===== src/rtl/shift_pkg.sv =====
// Shared definitions for the multi-cycle shifter: operation and state encodings
// plus a small parameter-checking helper.
package shift_pkg;

    typedef enum logic [1:0] {
        OP_SLL = 2'b00,
        OP_SRL = 2'b01,
        OP_SRA = 2'b10,
        OP_ROL = 2'b11
    } op_e;

    typedef enum logic {
        ST_IDLE  = 1'b0,
        ST_SHIFT = 1'b1
    } state_e;

    // True when v is a positive power of two.
    function automatic bit is_pow2(input int v);
        return (v > 0) && ((v & (v - 1)) == 0);
    endfunction

endpackage


===== src/rtl/shift_step.sv =====
// One combinational shift stage: moves the working value by k positions
// (0..STEP) according to the latched operation.
module shift_step
    import shift_pkg::*;
#(
    parameter int WIDTH   = 16,
    parameter int SHAMT_W = $clog2(WIDTH)
) (
    input  logic [WIDTH-1:0]   data,
    input  op_e                op,
    input  logic [SHAMT_W-1:0] k,
    input  logic               sign,
    output logic [WIDTH-1:0]   result
);

    logic [2*WIDTH-1:0] ext;

    // SRA shifts a sign-extended double-width word so the fill comes from the
    // captured sign, not the current MSB; ROL uses a duplicated word so the
    // upper half carries the wrapped-around bits.
    always_comb begin
        ext    = '0;
        result = data;
        case (op)
            OP_SLL: result = data << k;
            OP_SRL: result = data >> k;
            OP_SRA: begin
                ext    = {{WIDTH{sign}}, data} >> k;
                result = ext[WIDTH-1:0];
            end
            OP_ROL: begin
                ext    = {data, data} << k;
                result = ext[2*WIDTH-1:WIDTH];
            end
            default: result = data;
        endcase
    end

endmodule


===== src/rtl/seq_shifter.sv =====
// Multi-cycle variable shifter with start/done handshake. Shifts at most STEP
// positions per clock; the result register holds its value until the next done.
module seq_shifter
    import shift_pkg::*;
#(
    parameter int WIDTH   = 16,
    parameter int STEP    = 4,
    parameter int SHAMT_W = $clog2(WIDTH)
) (
    input  logic               clk,
    input  logic               reset_n,
    input  logic               start,
    input  logic [1:0]         op,
    input  logic [WIDTH-1:0]   a,
    input  logic [SHAMT_W-1:0] shamt,
    output logic               busy,
    output logic               done,
    output logic [WIDTH-1:0]   y
);

    generate
        if (STEP < 1 || STEP > WIDTH || WIDTH < 4 || !is_pow2(WIDTH)) begin : g_bad_param
            $error("seq_shifter: WIDTH must be a power of two >= 4 and STEP in 1..WIDTH");
        end
    endgenerate

    // Largest per-cycle step expressible on SHAMT_W bits. cnt never exceeds
    // WIDTH-1, so clamping STEP=WIDTH to WIDTH-1 leaves min(STEP, cnt) unchanged.
    localparam logic [SHAMT_W-1:0] STEP_K =
        (STEP >= WIDTH) ? SHAMT_W'(WIDTH - 1) : SHAMT_W'(STEP);

    state_e             state_reg;
    op_e                op_reg;
    logic [WIDTH-1:0]   data_reg;
    logic [SHAMT_W-1:0] cnt_reg;
    logic               sign_reg;
    logic [WIDTH-1:0]   y_reg;
    logic               done_reg;

    logic [SHAMT_W-1:0] k_next;
    logic [WIDTH-1:0]   data_next;

    // Step size for this cycle: whatever remains, capped at STEP.
    always_comb begin
        k_next = (cnt_reg > STEP_K) ? STEP_K : cnt_reg;
    end

    shift_step #(
        .WIDTH   (WIDTH),
        .SHAMT_W (SHAMT_W)
    ) u_step (
        .data   (data_reg),
        .op     (op_reg),
        .k      (k_next),
        .sign   (sign_reg),
        .result (data_next)
    );

    // Control FSM with datapath registers; done is a registered one-cycle pulse.
    always_ff @(posedge clk or negedge reset_n) begin
        if (!reset_n) begin
            state_reg <= ST_IDLE;
            op_reg    <= OP_SLL;
            data_reg  <= '0;
            cnt_reg   <= '0;
            sign_reg  <= 1'b0;
            y_reg     <= '0;
            done_reg  <= 1'b0;
        end else begin
            done_reg <= 1'b0;
            case (state_reg)
                ST_IDLE: begin
                    if (start) begin
                        data_reg  <= a;
                        cnt_reg   <= shamt;
                        op_reg    <= op_e'(op);
                        sign_reg  <= a[WIDTH-1];
                        state_reg <= ST_SHIFT;
                    end
                end
                ST_SHIFT: begin
                    if (cnt_reg != '0) begin
                        data_reg <= data_next;
                        cnt_reg  <= cnt_reg - k_next;
                    end else begin
                        y_reg     <= data_reg;
                        done_reg  <= 1'b1;
                        state_reg <= ST_IDLE;
                    end
                end
                default: state_reg <= ST_IDLE;
            endcase
        end
    end

    assign busy = (state_reg == ST_SHIFT);
    assign done = done_reg;
    assign y    = y_reg;

endmodule


===== config.mk =====
export PLATFORM = sky130hd
export DESIGN_NAME = seq_shifter
export DESIGN_NICKNAME = d
export VERILOG_FILES = /design/src/rtl/shift_pkg.sv /design/src/rtl/shift_step.sv /design/src/rtl/seq_shifter.sv
export SDC_FILE = /design/constraint.sdc
export NUM_CORES = 1
export LEC_CHECK = 0
export CAP_MARGIN = 25
export CORE_MARGIN = 2
export CORE_UTILIZATION = 45
export CTS_CLUSTER_SIZE = 14
export DETAILED_ROUTE_END_ITERATION = 6
export GPL_TIMING_DRIVEN = 0
export PLACE_DENSITY = 0.72
export SLEW_MARGIN = 20
export SYNTH_ARGS = -nofsm -noshare
export SYNTH_HDL_FRONTEND = slang
export SYNTH_HIERARCHICAL = 1
export SYNTH_SLANG_ARGS = --single-unit

===== constraint.sdc =====
create_clock -name clk -period 5.2 [get_ports clk]
set_input_delay 1.56 -clock clk [delete_from_list [all_inputs] [get_ports clk]]
set_output_delay 1.56 -clock clk [all_outputs]
set_load 0.03 [all_outputs]

==> results of run 1 <==
## layer usage
metal | share of wire (%) | vias up | GRT usage (%)
met3 | 13 | 57 | 9.26
met4 | 4.1 | 0 | 10.3
met1 | 39 | 1967 | 41.5
met5 | 0 | - | 0
li1 | - | 1739 | -
met2 | 44 | 309 | 45.6
## cell usage after synthesis, types with 2 or more instances
| library cell | n | area, um^2 |
|---|---|---|
| a21oi_1 | 25 | 125 |
| inv_1 | 7 | 26.3 |
| mux4_2 | 25 | 563 |
| ha_1 | 3 | 37.5 |
| buf_4 | 4 | 30.0 |
| o21ai_0 | 14 | 70.1 |
| o221ai_1 | 3 | 26.3 |
| inv_2 | 3 | 11.3 |
| dfrtp_1 | 41 | 1030 |
| a211oi_1 | 11 | 82.6 |
| mux2_2 | 27 | 304 |
| a221o_2 | 6 | 67.6 |
| nor2_1 | 39 | 146 |
| buf_2 | 16 | 80.1 |
| buf_6 | 4 | 45.0 |
| a221o_1 | 10 | 100 |
| nand3_1 | 4 | 20.0 |
| nor3_1 | 4 | 20.0 |
| a31oi_1 | 3 | 18.8 |
| a22o_1 | 17 | 149 |
| nand2b_1 | 3 | 18.8 |
| o31a_1 | 3 | 26.3 |
| o22ai_1 | 8 | 50.1 |
| a2bb2oi_1 | 6 | 52.6 |
| a21o_1 | 2 | 15.0 |
| a22oi_1 | 4 | 30.0 |
| mux2_4 | 12 | 180 |
| clkbuf_1 | 15 | 56.3 |
| a221oi_1 | 4 | 35.0 |
| o32ai_1 | 4 | 35.0 |
| a211o_1 | 3 | 26.3 |
| nor2b_1 | 6 | 37.5 |
| nand2_1 | 18 | 67.6 |
| mux2i_1 | 31 | 310 |
| and2_1 | 6 | 37.5 |
## layout make-up
type                       count  area share (%)
multi-input combinational    329            59.5
sequential                    41            21.3
timing repair buffer          42            8.82
buffer                        40            4.70
tap                          108            2.80
clock buffer                   7            2.00
inverter                      10           0.779
clock inverter                 1           0.104
## worst max path at each step
stage | end | cells past startpoint | slack, ps
final | data_reg[0]$_DFFE_PN0P_ | 9 | 2100
after global routing | data_reg[0]$_DFFE_PN0P_ | 9 | 1960
after CTS | data_reg[0]$_DFFE_PN0P_ | 9 | 2150
after detailed placement | data_reg[0]$_DFFE_PN0P_ | 9 | 2170
after global placement | y[11]$_DFFE_PN0P_ | 1 | 1530
after floorplan | data_reg[6]$_DFFE_PN0P_ | 6 | 2490
## worst reg2reg max path: cells and delay by family, from the launching register on
| family | cells | cell delay, ps |
|---|---|---|
| AO/OA/AOI/OAI | 4 | 1280 |
| flip-flops | 1 | 450 |
| AND/OR/NAND/NOR | 2 | 510 |
| multiplexers | 1 | 350 |
| buffers and inverters | 2 | 420 |
## logic make-up (layout without fill, tap and decap cells)
kind of cell | after synthesis | after routing | share of synthesized area (%)
buffers and inverters | 50 | 100 | 6.38
AND/OR/NAND/NOR | 88 | 88 | 10.2
adder cells (fa/ha/maj) | 3 | 3 | 0.908
flip-flops | 41 | 41 | 24.8
multiplexers | 95 | 95 | 32.8
AO/OA/AOI/OAI | 136 | 136 | 24.8
other | 1 | 7 | 0.0907
## metrics by stage
step	cells	hold WS [ps]	setup slack, ps
2_1_floorplan	420	510	2490
3_3_place_gp	569	492	1530
3_5_place_dp	570	492	2170
4_1_cts	578	514	2150
5_1_grt	578	528	1960
6_report	578	511	2100
==> results.md, run 1 <==
* Dominant synthesized flop cell: dfrtp_1
* Most frequent cells in the layout: dfrtp_1, clkdlybuf4s50_1, nor2_1
* Clk root buf: clkbuf_8
* # diodes at 0
* Hold Crit Class: flip-flop to flip-flop
* Netlist cell types at 58
* Crit path buffers/inverters at 2
* Post-CTS Setup Bufs at 0
* Detail Placement HPWL at 10800 um
* Post-Syn Instances at 414
* Mean Syn Cell Area at 9.99 um^2
* Crit path largest cell delay at 490 ps
* Residual DRC at 0
* Layout fillers at 788
* Htree depth at 2
* Max Slew Vio Count at 0
* Post-route design area at 4820 um^2
* Later-pin clock latency in the skew report at 300 ps
* Cts bufs inserted at 5
* FF-to-FF End: data_reg[0]$_DFFE_PN0P_
* CP arrival at 3290 ps
* Die height at 99.9 um
* Total Routing Usage GR at 30.2%
* Asr flop ratio synth at 100%
* Critical path class: flip-flop to flip-flop
* Clock transition at the registers of the reported paths at 80 ps
* Crit Reg-Reg Startpoint: cnt_reg[3]$_DFFE_PN0P_
* Max_slew headroom at 54.0%
* WL/cell at 25.5 um
* Slowest CP cell: a311oi_1
* First-pass GRT wire length at 22800 um
* Layout cell share with drive strength beyond 1 at 24.3%
* Crit path cell chain: nor2_1 > and2_1 > buf_6 > buf_4 > mux2_2 > a311oi_1 > o221ai_1 > a2bb2oi_1 > a221o_2
* Routed Antenna Nets at 0
* Area of the multi-input gates at 2870 um^2
* Gpl congestion at 1.02
* Placed Area at 4720 um^2
* Reg2Reg Setup Slack at 2100 ps
* RSZ-0062 raised after global routing: false
* Crit end category: flip-flop
* Tightest Pin Transition at 683 ps
* TritonCTS clock tree: done
* Hold Path End: y[11]$_DFFE_PN0P_
* Die ar. at 9980 um^2
* Routed vias/inst at 7.04
* CP startpoint: cnt_reg[3]$_DFFE_PN0P_
* Number of top-level pins at 43
* Layout area overhead at 16.5%
* DRT iter0 DRCs at 516
* Die width at 99.9 um
* Final core occ at 54.7%
* Setup Skew at 8.61 ps
* Fin nets at 497
* Worst-path fanout max at 10
* CP top delay family: compound AO/OA/AOI/OAI gates
* Mapped Area at 4140 um^2
* Core box area at 8810 um^2
* Post-CTS sizing at 0
* Drt total wl at 14700 um
* Clock tree buffer depth at 2
* Final hold violations at 0
* Critical path required time at 5390 ps
* Status: finished, final reports clean
* Yosys warns at 6
* Pre-antenna DRT Iters at 6
* Std cell rows at 34
* Commonest non-fill, non-tap cell in the layout: dfrtp_1
* Sequential share of the synthesized area at 24.8%
* FF/Latch Area at 1030 um^2
* Overflow after GRT at 0
* Largest net degree at the start of global routing at 33
* Final min period at 3100 ps
* Hold Startpoint: y[11]$_DFFE_PN0P_
* Antenna violations before repair at 0
* Seq cells post-synth at 41
* R2R cell count at 9
* Maxcap violations at 0
* Hold path depth at 1
* Final period util at 59.7%
* Startpoint Class: flip-flop
* Setup-failing EPs final at 0
* Number of flops mapped to enable cells by yosys at 0
* Setup_tns at 0 ps
* Hold-fix buffers, CTS at 0
* Vias at 4072
* Initial Util at 47.0%
* Fmax at 322 MHz
* CTS sink count at 41
* Vias in the first global route at 3847
* I/O Buffers at 41
Power of run 1 is not shown: default switching activity piles up to over one toggle a cycle in this logic, so the estimate is an artifact.
==> inputs of run 2 (changes only) <==
==> constraint.sdc (replaced) <==
create_clock -name clk -period 3.24 [get_ports clk]
set_input_delay 0.972 -clock clk [delete_from_list [all_inputs] [get_ports clk]]
set_output_delay 0.972 -clock clk [all_outputs]
set_load 0.03 [all_outputs]
==> results.md, run 2 (same netlist as run 1, synthesis figures left out) <==
* Antenna violations before repair at 0 (unchanged)
* Htree depth at 2 (unchanged)
* Crit Reg-Reg Startpoint: cnt_reg[3]$_DFFE_PN0P_
* I/O Buffers at 41 (unchanged)
* Setup_tns at 0 ps (unchanged)
* Routed Antenna Nets at 0 (unchanged)
* Die ar. at 9980 um^2 (unchanged)
* Largest net degree at the start of global routing at 33 (unchanged)
* Hold-fix buffers, CTS at 0 (unchanged)
* Clock transition at the registers of the reported paths at 80 ps (about the same)
* Critical path required time at 3420 ps (-1970 ps)
* WL/cell at 25.7 um (+0.86%)
* Area of the multi-input gates at 2880 um^2 (+0.22%)
* Clock tree buffer depth at 2 (unchanged)
* Die width at 99.9 um (unchanged)
* Initial Util at 47.0% (unchanged)
* Pre-antenna DRT Iters at 5 (-1)
* FF/Latch Area at 1030 um^2 (unchanged)
* Status: finished, final reports clean
* Max_slew headroom at 57.6% (+3.6 points)
* Layout cell share with drive strength beyond 1 at 24.5% (+0.21 points)
* Layout area overhead at 16.7%
* Crit end category: flip-flop
* Cts bufs inserted at 5 (unchanged)
* Routed vias/inst at 7.06 (+0.25%)
* Layout Cells excl Fill at 578 (unchanged)
* Layout fillers at 787 (-0.13%)
* Setup Skew at 10.5 ps (+1.91 ps)
* Total Routing Usage GR at 30.2% (unchanged)
* Residual DRC at 0 (unchanged)
* Tightest Pin Transition at 634 ps (-48.8 ps)
* RSZ-0062 raised after global routing: false
* Critical path class: flip-flop to flip-flop
* Worst-path fanout max at 10 (unchanged)
* Drt total wl at 14900 um (+0.86%)
* TritonCTS clock tree: done
* Dpl cells at 570 (unchanged)
* Fmax at 331 MHz (+2.6%)
* Vias at 4082 (+0.25%)
* CP arrival at 3200 ps (-90 ps)
* Die height at 99.9 um (unchanged)
* # diodes at 0 (unchanged)
* First-pass GRT wire length at 22800 um (unchanged)
* Later-pin clock latency in the skew report at 300 ps (about the same)
* Setup-failing EPs final at 0 (unchanged)
* Overflow after GRT at 0 (unchanged)
* Core box area at 8810 um^2 (unchanged)
* Commonest non-fill, non-tap cell in the layout: dfrtp_1
* Maxcap violations at 0 (unchanged)
* Fin nets at 497 (unchanged)
* Final core occ at 54.8% (+0.071 points)
* Hold Startpoint: y[11]$_DFFE_PN0P_
* Final hold violations at 0 (unchanged)
* Placed Area at 4720 um^2 (unchanged)
* Clk root buf: clkbuf_8
* Most frequent cells in the layout: dfrtp_1, clkdlybuf4s50_1, nor2_1
* CP startpoint: cnt_reg[3]$_DFFE_PN0P_
* Vias in the first global route at 3847 (unchanged)
* Detail Placement HPWL at 10800 um (unchanged)
* Startpoint Class: flip-flop
* Std cell rows at 34 (unchanged)
* Final min period at 3030 ps (-79.2 ps)
* Max Slew Vio Count at 0 (unchanged)
* Gpl congestion at 1.02 (unchanged)
* Hold Crit Class: flip-flop to flip-flop
* Number of top-level pins at 43 (unchanged)
* Final period util at 93.4% (+34 points)
* DRT iter0 DRCs at 577 (+12%)
* CTS sink count at 41 (unchanged)
* Post-route design area at 4830 um^2 (+0.13%)
==> run 2: layout make-up <==
cell class / count / area share, %
clock buffer: 7 / 2.00
multi-input combinational: 329 / 59.6
tap: 108 / 2.80
timing repair buffer: 42 / 8.81
inverter: 10 / 0.778
buffer: 40 / 4.69
clock inverter: 1 / 0.104
sequential: 41 / 21.3
==> run 2: worst max-delay path: stages, from the launching register on <==
cell       delay, ps
dfrtp_1          450
nor2_1           280
and2_1           160
buf_2            200
buf_2            290
buf_2            310
mux4_2           370
a221oi_1         320
a2bb2oi_1        180
a221o_1          350
==> run 2: final timing paths <==
| kind | end | slack, ps | cells past startpoint |
|---|---|---|---|
| min reg2reg | y[11]$_DFFE_PN0P_ | 510 | 1 |
| min | y[11]$_DFFE_PN0P_ | 510 | 1 |
| max | data_reg[6]$_DFFE_PN0P_ | 210 | 9 |
| max reg2reg | data_reg[6]$_DFFE_PN0P_ | 210 | 9 |
| max in group asynchronous | y[10]$_DFFE_PN0P_ | 2260 | 2 |
| min in group asynchronous | y[2]$_DFFE_PN0P_ | 540 | 1 |
==> run 2: metal layers <==
metal	global-route usage, %	vias up	share of wire, %
li1	-	1735	-
met1	41.5	1970	39
met2	45.6	310	44
met3	9.26	67	13
met4	10.3	0	4.3
met5	0	-	0
==> run 2: metrics by stage <==
step	setup slack (ps)	hold slack [ps]
final	215	511
after floorplan	656	510
after detailed placement	207	492
after global placement	159	492
after global routing	94.6	528
after CTS	194	514
==> run 2: repair_timing <==
| item | 4_1_cts | 5_1_grt |
|---|---|---|
| setup buffers | 0 | 0 |
| setup endpoints to repair | 0 | 1 |
| resized for setup | 0 | 1 |
| endpoints found under the hold margin | 0 | 0 |
Power of run 2 is left out for the same reason.
